$ cat config.mk
export PLATFORM = sky130hd
export DESIGN_NAME = bus_cycle_ctrl
export DESIGN_NICKNAME = d
export VERILOG_FILES = /design/src/rtl/bus_cycle_ctrl.sv
export SDC_FILE = /design/constraint.sdc
export NUM_CORES = 1
export LEC_CHECK = 0
export BUFFER_PORTS_ARGS = -buffer_cell sky130_fd_sc_hd__buf_2
export CORE_UTILIZATION = 55
export CTS_BUF_LIST = sky130_fd_sc_hd__clkbuf_8
export CTS_CLUSTER_SIZE = 30
export DETAILED_ROUTE_END_ITERATION = 6
export PLACE_DENSITY = 0.75
export SETUP_SLACK_MARGIN = 0.4
export SYNTH_ARGS = -nofsm -noshare
export SYNTH_HDL_FRONTEND = slang
export SYNTH_SLANG_ARGS = --single-unit
export TNS_END_PERCENT = 20
$ cat constraint.sdc
create_clock -name CLK -period 4.6 [get_ports CLK]
set_clock_uncertainty 0.1 [all_clocks]
set_input_delay 0.23 -clock CLK [delete_from_list [all_inputs] [get_ports CLK]]
set_output_delay 0.23 -clock CLK [all_outputs]
set_load 0.02 [all_outputs]
$ cat src/rtl/bus_cycle_ctrl.sv
// Chip-select and wait-state controller for an 8088-style peripheral bus.
// Decodes the ALE-latched address against programmable regions and paces READY.
module bus_cycle_ctrl #(
  parameter int unsigned AddressWidth = 20,
  parameter int unsigned NUM_REGIONS  = 4,
  parameter int unsigned WAIT_W       = 3,
  parameter int unsigned TIMEOUT      = 15,
  localparam int unsigned IdxW        = (NUM_REGIONS > 1) ? $clog2(NUM_REGIONS) : 1
) (
  input  logic                    CLK,
  input  logic                    RESET_N,
  input  logic                    ALE,
  input  logic                    IOM,
  input  logic                    RD_N,
  input  logic                    WR_N,
  input  logic [AddressWidth-1:0] Address,
  input  logic                    cfg_we,
  input  logic [IdxW-1:0]         cfg_idx,
  input  logic                    cfg_en,
  input  logic                    cfg_iom,
  input  logic [AddressWidth-1:0] cfg_base,
  input  logic [AddressWidth-1:0] cfg_mask,
  input  logic [WAIT_W-1:0]       cfg_wait,
  output logic [NUM_REGIONS-1:0]  sel,
  output logic                    READY,
  output logic                    bus_err,
  output logic                    cycle_active
);

  localparam int unsigned TcntW = $clog2(TIMEOUT + 1);

  typedef enum logic [1:0] {S_IDLE, S_ADDR, S_STROBE, S_END} state_t;

  logic [NUM_REGIONS-1:0]  r_en;
  logic [NUM_REGIONS-1:0]  r_ciom;
  logic [AddressWidth-1:0] r_base [NUM_REGIONS];
  logic [AddressWidth-1:0] r_mask [NUM_REGIONS];
  logic [WAIT_W-1:0]       r_cwait [NUM_REGIONS];

  state_t                  r_state;
  logic                    r_hit;
  logic [IdxW-1:0]         r_idx;
  logic [WAIT_W-1:0]       r_wait;
  logic [WAIT_W-1:0]       r_wcnt;
  logic [TcntW-1:0]        r_tcnt;
  logic                    r_first;
  logic [NUM_REGIONS-1:0]  r_sel;
  logic                    r_ready;
  logic                    r_err;
  logic                    r_active;

  logic                    w_hit;
  logic [IdxW-1:0]         w_idx;
  logic [WAIT_W-1:0]       w_wait;
  logic [NUM_REGIONS-1:0]  w_onehot;
  logic                    w_any_strb;
  logic                    w_both_strb;

  assign w_any_strb  = !RD_N || !WR_N;
  assign w_both_strb = !RD_N && !WR_N;
  assign w_onehot    = r_hit ? (NUM_REGIONS'(1) << r_idx) : '0;

  always_ff @(posedge CLK or negedge RESET_N) begin
    if (!RESET_N) begin
      r_en   <= '0;
      r_ciom <= '0;
      for (int unsigned i = 0; i < NUM_REGIONS; i++) begin
        r_base[i]  <= '0;
        r_mask[i]  <= '0;
        r_cwait[i] <= '0;
      end
    end else if (cfg_we) begin
      for (int unsigned i = 0; i < NUM_REGIONS; i++) begin
        if (cfg_idx == IdxW'(i)) begin
          r_en[i]    <= cfg_en;
          r_ciom[i]  <= cfg_iom;
          r_base[i]  <= cfg_base;
          r_mask[i]  <= cfg_mask;
          r_cwait[i] <= cfg_wait;
        end
      end
    end
  end

  // Ascending scan with a found flag gives lowest-index priority.
  always_comb begin
    w_hit  = 1'b0;
    w_idx  = '0;
    w_wait = '0;
    for (int unsigned i = 0; i < NUM_REGIONS; i++) begin
      if (!w_hit && r_en[i] && (r_ciom[i] == IOM) &&
          (((Address ^ r_base[i]) & r_mask[i]) == '0)) begin
        w_hit  = 1'b1;
        w_idx  = IdxW'(i);
        w_wait = r_cwait[i];
      end
    end
  end

  always_ff @(posedge CLK or negedge RESET_N) begin
    if (!RESET_N) begin
      r_state  <= S_IDLE;
      r_hit    <= 1'b0;
      r_idx    <= '0;
      r_wait   <= '0;
      r_wcnt   <= '0;
      r_tcnt   <= '0;
      r_first  <= 1'b0;
      r_sel    <= '0;
      r_ready  <= 1'b1;
      r_err    <= 1'b0;
      r_active <= 1'b0;
    end else begin
      r_err <= 1'b0;
      case (r_state)
        S_IDLE: begin
          if (ALE) begin
            r_state <= S_ADDR;
            r_hit   <= w_hit;
            r_idx   <= w_idx;
            r_wait  <= w_wait;
            r_tcnt  <= TcntW'(1);
          end
        end
        S_ADDR: begin
          if (w_both_strb) begin
            r_err    <= 1'b1;
            r_sel    <= '0;
            r_active <= 1'b0;
            r_ready  <= 1'b1;
            r_state  <= S_IDLE;
          end else begin
            r_sel    <= w_onehot;
            r_active <= 1'b1;
            if (w_any_strb) begin
              r_state <= S_STROBE;
              r_wcnt  <= r_wait;
              r_first <= 1'b1;
            end else if (r_tcnt == TcntW'(TIMEOUT)) begin
              r_err    <= 1'b1;
              r_sel    <= '0;
              r_active <= 1'b0;
              r_state  <= S_IDLE;
            end else begin
              r_tcnt <= r_tcnt + TcntW'(1);
            end
          end
        end
        S_STROBE: begin
          r_first <= 1'b0;
          if (w_both_strb) begin
            r_err    <= 1'b1;
            r_sel    <= '0;
            r_active <= 1'b0;
            r_ready  <= 1'b1;
            r_state  <= S_IDLE;
          end else begin
            // A miss reports once, on the first cycle spent in STROBE.
            if (r_first && !r_hit) r_err <= 1'b1;
            if (!w_any_strb) begin
              r_ready <= 1'b1;
              r_state <= S_END;
            end else begin
              r_ready <= (r_wcnt == '0);
              if (r_wcnt != '0) r_wcnt <= r_wcnt - WAIT_W'(1);
            end
          end
        end
        S_END: begin
          r_sel    <= '0;
          r_active <= 1'b0;
          r_ready  <= 1'b1;
          r_state  <= S_IDLE;
        end
        default: r_state <= S_IDLE;
      endcase
    end
  end

  assign sel          = r_sel;
  assign READY        = r_ready;
  assign bus_err      = r_err;
  assign cycle_active = r_active;

endmodule

==> results of run 1 <==
==> where the power goes <==
part           internal, mW  total [mW]  switching [mW]  leakage [nW]
Sequential             2.15        2.38           0.223          2.43
Combinational         0.528        1.08           0.547          2.07
Clock                  1.05        1.76           0.716         0.440
Total                  3.73        5.21            1.49          4.94
==> worst max-delay path, cell delays in order (launching register included) <==
cell     delay (ns)
dfrtp_1        0.39
xor2_1         0.16
a22oi_1        0.35
nand4_1        0.21
nor4_4         0.55
mux2_4         0.35
mux2_1         0.28
a31o_1         0.21
==> cell families after synthesis <==
group / after synthesis
buffers and inverters: 34
AO/OA/AOI/OAI: 79
flip-flops: 203
XOR/XNOR: 86
multiplexers: 183
AND/OR/NAND/NOR: 75
adder cells (fa/ha/maj): 10
==> what timing repair did <==
| action | in CTS | in global routing |
|---|---|---|
| buffers inserted | 0 | 0 |
| gates resized for setup | 0 | 0 |
| hold buffers | 46 | 0 |
| hold endpoints to repair | 291 | 0 |
==> layout make-up <==
type                    count  area [um2]
fillers                  1176        5024
multi-input cells         433        3895
clock inverters            18       151.4
clock buffers              45       619.3
well taps                 216       270.3
flip-flops and latches    203        5081
inverters                  12       45.04
repair buffers            132       914.6
==> registers in the layout, indices dropped and copies added (netlist names) <==
signal	count
sel	4
r_en	4
r_hit	1
bus_err	1
r_mask	80
r_cwait	12
r_base	80
cycle_active	1
r_tcnt	4
r_state	2
READY	1
r_first	1
r_idx	2
r_wcnt	3
r_wait	3
r_ciom	4
==> per-layer routing <==
metal	up-vias	GRT usage	share of wire	routed length, um
li1	2707	-	-	-
met1	3005	0.3373	0.45	9072
met2	141	0.4152	0.49	9926
met3	41	0.04845	0.039	782
met4	0	0.08857	0.025	501
met5	-	0	0	0
==> layout by cell type (no fill, tap or decap), types with 4 or more instances in the layout <==
cell,n
nor2b_1,4
nand4_1,5
buf_2,79
nor2_1,13
dfrtp_1,202
ha_1,10
dlygate4sd3_1,46
a21oi_1,7
a22oi_1,32
a222oi_1,4
and2_1,5
clkbuf_8,46
clkinv_2,4
xor2_1,85
mux2_2,179
nor3_1,4
buf_4,6
inv_1,23
nand2_1,20
o21ai_0,17
nand3_1,11
==> per-stage QoR <==
step	worst slack, ns	hold WS, ns	utilization
2_1_floorplan	2.167	-0.1656	-
3_5_place_dp	1.941	0.3208	0.6091
6_report	1.880	0.08982	0.6860
3_3_place_gp	1.980	0.3045	0.6091
4_1_cts	1.927	0.07558	0.6860
5_1_grt	1.773	0.1030	0.6860
==> worst paths after layout <==
check / from / endpoint / slack, ns / cells past startpoint
max in group asynchronous: RESET_N / r_mask[3] / 2.93 / 3
max reg2reg: r_base[47] / r_wait[1] / 1.88 / 7
max: r_base[47] / r_wait[1] / 1.88 / 7
min reg2reg: sel[3] / sel[3] / 0.38 / 2
min: ALE / r_idx[0] / 0.09 / 3
min in group asynchronous: RESET_N / r_base[62] / 0.31 / 2
==> results.sh, run 1 <==
export IMPL_status="finished clean"
export IMPL_start_util=0.5683
export IMPL_fin_crit_sh=0.5913
export IMPL_finalSetupTns_ns=0
export IMPL_coreArea_mm2=0.01600
export IMPL_drive_gt1_frac=0.3843
export IMPL_finalNetCount=901
export IMPL_grt_pass1_vias=6110
export IMPL_cp_data_required_time_ns=4.89
export IMPL_synth_simple_area_share=0.04348
export IMPL_leakagePower_nw=4.942
export IMPL_avgSynthCellArea_um2=13.57
export IMPL_cts_tree="done"
export IMPL_worstSetupPathType="flip-flop to flip-flop"
export IMPL_period_needed_ns=2.720
export IMPL_dpl_cell_area_mm2=0.009746
export IMPL_synth_area_leaders="dfrtp_1 56%, mux2_2 22%, xor2_1 8.2%"
export IMPL_synth_fp_nets=754
export IMPL_synthFlopType="dfrtp_1"
export IMPL_p_per_area_mw_per_mm2=475.0
export IMPL_clock_latency_ns=0.51
export IMPL_cts_buffer_depth=3
export IMPL_synth_most_common_cell="dfrtp_1"
export IMPL_setup_viol=0
export IMPL_wl_um=20280
export IMPL_yosys_area_top_type="dfrtp_1"
export IMPL_max_freq_mhz=367.7
export IMPL_port_buffers=80
export IMPL_grt_antenna_before_repair=0
export IMPL_max_slew_worst_pin_slew_ns=0.8962
export IMPL_grt_max_degree=115
export IMPL_vias_per_cell=5.566
export IMPL_slew_violations=0
export IMPL_relSlewSlack=0.4025
export IMPL_rsz0062_at_grt="false"
export IMPL_drt_pre_antenna_iters=5
export IMPL_ys_async_sr_fraction=1.000
export IMPL_cts_made_buffers=35
export IMPL_vias=5894
export IMPL_synth_area_mux_share=0.2267
export IMPL_worstPathMaxFanout=8
export IMPL_cts_sinks=203
export IMPL_maxCapViolCount=0
export IMPL_synth_edf_count=0
export IMPL_gp_congestion=0.8658
export IMPL_grt_pass1_wl_um=32320
export IMPL_dieArea_mm2=0.01705
export IMPL_die_w_um=130.6
export IMPL_final_cells=1059
export IMPL_root_buffer="clkbuf_8"
export IMPL_peakVddDrop_mv=0.3254
export IMPL_place_inst=950
export IMPL_diodes=0
export IMPL_overflow=0
export IMPL_antenna_left=0
export IMPL_drc=0
export IMPL_areaGrowthSynthToFinish_pct=20.71
export IMPL_die_h_um=130.6
export IMPL_endpoint_kind="flip-flop"
export IMPL_cts_htree_levels=2
export IMPL_synth_compound_area_frac=0.06040
export IMPL_finalHoldViolCount=0
export IMPL_clk_pin_slew_ns=0.06
export IMPL_track_usage=0.2527
export IMPL_synthAdderAreaFrac=0.01376
export IMPL_start_kind="flip-flop"
export IMPL_num_io_pins=81
export IMPL_synthesis_area_mm2=0.009094
export IMPL_synth_xor_area_frac=0.08283
export IMPL_core_rowCount=46
export IMPL_dp_hpwl_um=13470
export IMPL_stdcell_area_mm2=0.01098
export IMPL_critPathArrivalTime_ns=3.01
export IMPL_hold_path_class="input port to flip-flop"
export IMPL_syn_inst=670
export IMPL_drt_iter0_drc=359
export IMPL_synth_common_cells="202 x dfrtp_1, 179 x mux2_2, 85 x xor2_1"
export IMPL_wl_per_cell_um=19.15
export IMPL_synth_top_family_by_area="multiplexers"
export IMPL_ys_warn_count=0
export IMPL_yosys_area_top_type_share=0.5559
export IMPL_post_synth_num_cell_types=41
export IMPL_ys_seq_elements=203
export IMPL_total_power_mw=5.214
export IMPL_ys_seq_area_frac=0.5588
No activity file was read; power rests on OpenSTA's default activity.
==> inputs of run 2 (changes only) <==
==> constraint.sdc (replaced) <==
create_clock -name CLK -period 2.7 [get_ports CLK]
set_clock_uncertainty 0.1 [all_clocks]
set_input_delay 0.135 -clock CLK [delete_from_list [all_inputs] [get_ports CLK]]
set_output_delay 0.135 -clock CLK [all_outputs]
set_load 0.02 [all_outputs]
==> run 2 against run 1 <==
  * Clock power is 57% higher
  * Routed wire length is 0.47% lower
  * Critical endpoint unchanged
  * Die area stayed put
  * Sequential power is 70% higher
  * Total power is 66% higher
  * First-iteration DRC count is 28% lower
  * Largest power group unchanged
  * Maximum frequency is 12% higher
==> results.sh, run 2 (same netlist as run 1, synthesis figures left out) <==
export IMPL_relSlewSlack=0.4946
export IMPL_top_regs="r_base (80), r_mask (80), r_cwait (12)"
export IMPL_r2r_slack_ns=0.27
export IMPL_slew_violations=0
export IMPL_grt_max_degree=91
export IMPL_cp_startpoint="r_base[50]"
export IMPL_dp_hpwl_um=13810
export IMPL_cts_made_buffers=35
export IMPL_r2r_end="r_wait[1]"
export IMPL_cts_htree_levels=2
export IMPL_critPathArrivalTime_ns=2.72
export IMPL_gp_congestion=0.8538
export IMPL_coreArea_mm2=0.01600
export IMPL_dieArea_mm2=0.01705
export IMPL_cts_buffer_depth=3
export IMPL_endpoint_kind="flip-flop"
export IMPL_die_w_um=130.6
export IMPL_port_buffers=80
export IMPL_cp_data_required_time_ns=2.99
export IMPL_areaGrowthSynthToFinish_pct=20.87
export IMPL_timing_rr_start="r_base[50]"
export IMPL_fin_crit_sh=0.9018
export IMPL_finalHoldViolCount=0
export IMPL_drive_gt1_frac=0.3828
export IMPL_core_rowCount=46
export IMPL_overflow=0
export IMPL_grt_pass1_wl_um=32700
export IMPL_maxCapViolCount=0
export IMPL_grt_pass1_vias=6397
export IMPL_start_kind="flip-flop"
export IMPL_max_freq_mhz=410.7
export IMPL_crit_end="r_wait[1]"
export IMPL_finalNetCount=908
export IMPL_drc=0
export IMPL_grt_antenna_before_repair=0
export IMPL_post_cts_buffers=0
export IMPL_cts_tree="done"
export IMPL_drt_pre_antenna_iters=5
export IMPL_die_h_um=130.6
export IMPL_peakVddDrop_mv=0.4960
export IMPL_vias_per_cell=5.570
export IMPL_p_per_area_mw_per_mm2=786.6
export IMPL_clk_pin_slew_ns=0.06
export IMPL_num_io_pins=81
export IMPL_antenna_left=0
export IMPL_worstSetupPathType="flip-flop to flip-flop"
export IMPL_diodes=0
export IMPL_drt_iter0_drc=259
export IMPL_clock_latency_ns=0.51
export IMPL_wl_per_cell_um=18.95
export IMPL_most_common_layout_cells="202 x dfrtp_1, 179 x mux2_2, 85 x xor2_1"
export IMPL_hold_path_class="input port to flip-flop"
export IMPL_utilization=0.6870
export IMPL_leakagePower_nw=4.968
export IMPL_wl_um=20190
export IMPL_layout_cells_most_common="dfrtp_1"
export IMPL_r2r_cells=7
export IMPL_worstPathMaxFanout=2
export IMPL_status="finished clean"
export IMPL_max_slew_worst_pin_slew_ns=0.7581
export IMPL_root_buffer="clkbuf_8"
export IMPL_start_util=0.5683
export IMPL_vias=5932
export IMPL_setup_viol=0
export IMPL_track_usage=0.2556
export IMPL_rsz0062_at_grt="true"
export IMPL_finalSetupTns_ns=0
export IMPL_cts_sinks=203
export IMPL_period_needed_ns=2.435
## run 2: cell types whose count changed in the layout (fill, tap and decap cells not counted), sizes merged
cell         delta
clkbuf          -3
bufinv          -1
clkinv          -3
dlygate4sd3     +1
inv             +6
buf             +6
## run 2: per-stage QoR
stage | hold WS [ns] | power (mW) | std cells | instance area (um2) | setup slack, ns
floorplan | -0.2606 | 5.228 | 670 | 9094 | 0.4083
global placement | 0.1355 | 5.742 | 956 | 9803 | 0.2564
detailed placement | 0.1489 | 5.876 | 956 | 9803 | 0.2193
CTS | 0.1050 | 8.715 | 1065 | 10980 | 0.2245
global route | 0.1730 | 9.122 | 1065 | 10990 | 0.1868
finish | 0.1237 | 8.647 | 1065 | 10990 | 0.2651
## run 2: power breakdown
group	switching, mW	leakage, nW	total (mW)	internal [mW]
logic	0.927	2.12	1.83	0.905
registers	0.384	2.43	4.05	3.67
clock network	1.17	0.425	2.76	1.59
## run 2: how the worst min path moves through the flow
stage,startpoint,endpoint,depth (start not counted)
6_report,WR_N,r_state[1],5
2_1_floorplan,RESET_N,bus_err,0
3_5_place_dp,RESET_N,r_base[79],1
3_3_place_gp,RESET_N,r_base[19],1
5_1_grt,WR_N,r_state[0],6
4_1_cts,WR_N,r_state[1],5
## run 2: area by class of cell
class	count	area (um2)
clock inverters	20	128.9
inverters	12	45.04
well taps	216	270.3
clock buffers	42	578.1
multi-input cells	433	3906
repair buffers	139	982.2
flip-flops and latches	203	5081
fillers	1181	5009
## run 2: routing by layer
| metal | track usage | up-vias | wire length (um) |
|---|---|---|---|
| li1 | - | 2736 | - |
| met1 | 0.3272 | 2998 | 8740 |
| met2 | 0.4339 | 159 | 10080 |
| met3 | 0.04805 | 39 | 852 |
| met4 | 0.09601 | 0 | 515 |
| met5 | 0 | - | 0 |
## run 2: critical path, cell delays in order, from the launching register on
cell and delay [ns]:
dfrtp_1 0.38, xor2_1 0.14, a222oi_1 0.42, nand3_1 0.22
nor4_4 0.22, mux2_4 0.32, mux2_1 0.29, a31o_1 0.22
## run 2: timing repair
action | CTS | global route
pin swaps | 1 | 0
hold buffers | 47 | 0
cloned | 0 | 0
hold endpoints to repair | 266 | 0
gates resized for setup | 0 | 2
endpoints found under the setup margin | 4 | 8
==> inputs of run 3 (changes only) <==
--- a/config.mk
+++ b/config.mk
@@ -6,11 +6,13 @@
 export NUM_CORES = 1
 export LEC_CHECK = 0
 export BUFFER_PORTS_ARGS = -buffer_cell sky130_fd_sc_hd__buf_2
-export CORE_UTILIZATION = 55
+export CELL_PAD_IN_SITES_DETAIL_PLACEMENT = 0
+export CELL_PAD_IN_SITES_GLOBAL_PLACEMENT = 1
+export CORE_UTILIZATION = 51
 export CTS_BUF_LIST = sky130_fd_sc_hd__clkbuf_8
 export CTS_CLUSTER_SIZE = 30
 export DETAILED_ROUTE_END_ITERATION = 6
-export PLACE_DENSITY = 0.75
+export PLACE_DENSITY_LB_ADDON = 0.1
 export SETUP_SLACK_MARGIN = 0.4
 export SYNTH_ARGS = -nofsm -noshare
 export SYNTH_HDL_FRONTEND = slang
==> run 3 against run 2 <==
  * Non-clock buffer count is 3 lower
  * Hold slack worse by 0.031 ns
  * Sequential cell count stayed put
==> results.sh, run 3 (same netlist as run 1, synthesis figures left out) <==
export IMPL_vias=5862
export IMPL_layout_cells_most_common="dfrtp_1"
export IMPL_cp_cell_sequence="xor2_1, a222oi_1, nand3_1, nor4_4, mux2_4, mux2_1, a31o_1"
export IMPL_critPathArrivalTime_ns=2.66
export IMPL_num_io_pins=81
export IMPL_diodes=0
export IMPL_switching_share=0.2889
export IMPL_cts_sinks=203
export IMPL_place_inst=962
export IMPL_worstSetupPathType="flip-flop to flip-flop"
export IMPL_max_freq_mhz=424.5
export IMPL_clkPwrFrac=0.329
export IMPL_post_cts_buffers=0
export IMPL_dp_hpwl_um=14090
export IMPL_relSlewSlack=0.5375
export IMPL_grt_pass1_wl_um=33220
export IMPL_p_per_area_mw_per_mm2=791.6
export IMPL_dpl_cell_area_mm2=0.009829
export IMPL_fin_crit_sh=0.8726
export IMPL_p_sw_mw=2.532
export IMPL_antenna_left=0
export IMPL_die_w_um=135.5
export IMPL_drive_gt1_frac=0.3871
export IMPL_cp_startpoint="r_base[50]"
export IMPL_drt_pre_antenna_iters=4
export IMPL_dieArea_mm2=0.01837
export IMPL_maxCapViolCount=0
export IMPL_finalNetCount=907
export IMPL_finalSetupTns_ns=0
export IMPL_finalHoldViolCount=0
export IMPL_setup_viol=0
export IMPL_root_buffer="clkbuf_8"
export IMPL_start_kind="flip-flop"
export IMPL_crit_buf_inv=0
export IMPL_track_usage=0.2397
export IMPL_endpoint_kind="flip-flop"
export IMPL_grt_pass1_vias=6284
export IMPL_wl_um=20620
export IMPL_min_delay_start="WR_N"
export IMPL_intPower_mw=6.232
export IMPL_rsz0062_at_grt="true"
export IMPL_cts_tree="done"
export IMPL_worstPathMaxFanout=2
export IMPL_slew_violations=0
export IMPL_wl_per_cell_um=19.18
export IMPL_p_seq_frac=0.462
export IMPL_stdcell_area_mm2=0.01107
export IMPL_peakVddDrop_mv=0.5164
export IMPL_status="finished clean"
export IMPL_utilization=0.6378
export IMPL_areaGrowthSynthToFinish_pct=21.74
export IMPL_n_fill_cell=1417
export IMPL_start_util=0.5239
export IMPL_clock_latency_ns=0.53
export IMPL_most_common_layout_cells="202 x dfrtp_1, 179 x mux2_2, 85 x xor2_1"
export IMPL_port_buffers=80
export IMPL_coreArea_mm2=0.01736
export IMPL_cp_data_required_time_ns=3.00
export IMPL_p_comb_frac=0.209
export IMPL_gp_congestion=0.8110
export IMPL_core_rowCount=48
export IMPL_max_slew_worst_pin_slew_ns=0.6930
export IMPL_grt_max_degree=77
export IMPL_cp_slowest_cell="dfrtp_1"
export IMPL_critPathTopFamily="multiplexers"
export IMPL_clk_pin_slew_ns=0.06
export IMPL_grt_antenna_before_repair=0
export IMPL_drc=0
export IMPL_cts_htree_levels=2
export IMPL_leakagePower_nw=4.985
export IMPL_vias_per_cell=5.453
export IMPL_top_regs="r_base (80), r_mask (80), r_cwait (12)"
export IMPL_hold_path_class="input port to flip-flop"
export IMPL_die_h_um=135.5
export IMPL_final_cells=1075
export IMPL_period_needed_ns=2.356
export IMPL_timing_rr_start="r_base[50]"
export IMPL_max_stage_delay_ns=0.39
export IMPL_cts_buffer_depth=3
export IMPL_overflow=0
export IMPL_cts_made_buffers=37
export IMPL_drt_iter0_drc=257
run 3: cell count changes in the layout (fill, tap and decap cells not counted):
cell        previous run  this run
buf_12                 1         4
clkinvlp_4             0         1
a22oi_1               32        29
buf_4                 11         5
inv_1                 29        28
a22oi_2                0         3
nor3_1                 3         4
clkbuf_8              43        48
nor3_2                 2         1
bufinv_16              2         1
run 3: final cells by class:
cell class                 instances  area, um2  share of cell area
clock inverter                    19      102.6            0.009268
tap                              225      281.5             0.02543
inverter                          12      45.04            0.004069
timing repair buffer             136      997.2             0.09008
sequential                       203       5081              0.4590
multi-input combinational        433       3916              0.3538
clock buffer                      47      646.9             0.05843
run 3: worst reg2reg max path, cell delays in order, from the launching register on:
cell and delay (ns):
dfrtp_1 0.39, xor2_1 0.14, a222oi_1 0.35, nand3_1 0.21, nor4_4 0.22, mux2_4 0.32, mux2_1 0.29, a31o_1 0.21
run 3: power groups by stage:
stage	Clock (mW)	Sequential, mW	Combinational [mW]
after floorplan	0	4.02	1.21
after global placement	0	4.05	1.72
after detailed placement	0	4.09	1.78
after CTS	2.95	4.05	1.86
after global routing	3.08	4.12	2.03
final	2.88	4.05	1.83
run 3: per-layer routing:
metal  wire [um]  vias up  global-route usage
li1            -     2719                   -
met5           0        -                   0
met3         732       24             0.04115
met1        9250     2998              0.3124
met4         267        0             0.06492
met2       10360      121              0.4125
run 3: what timing repair did:
item	in CTS	in global routing
setup endpoints to repair	3	5
resized for setup	4	0
hold buffers	47	0
hold endpoints to repair	256	0
run 3: stage by stage:
step / setup slack [ns] / power, mW / hold slack (ns)
2_1_floorplan: 0.4083 / 5.228 / -0.2606
3_3_place_gp: 0.3276 / 5.776 / 0.09956
3_5_place_dp: 0.3179 / 5.880 / 0.1067
4_1_cts: 0.3418 / 8.850 / 0.08262
5_1_grt: 0.2353 / 9.236 / 0.1699
6_report: 0.3441 / 8.764 / 0.09266
run 3: final timing paths:
check                              to  slack (ns)  depth (start not counted)
setup / recovery            r_wait[1]        0.34                          7
hold / removal             r_state[1]        0.09                          5
setup reg to reg            r_wait[1]        0.34                          7
hold reg to reg                sel[3]        0.38                          2
max in group asynchronous  r_base[65]        1.59                          3
min in group asynchronous  r_base[19]        0.12                          2
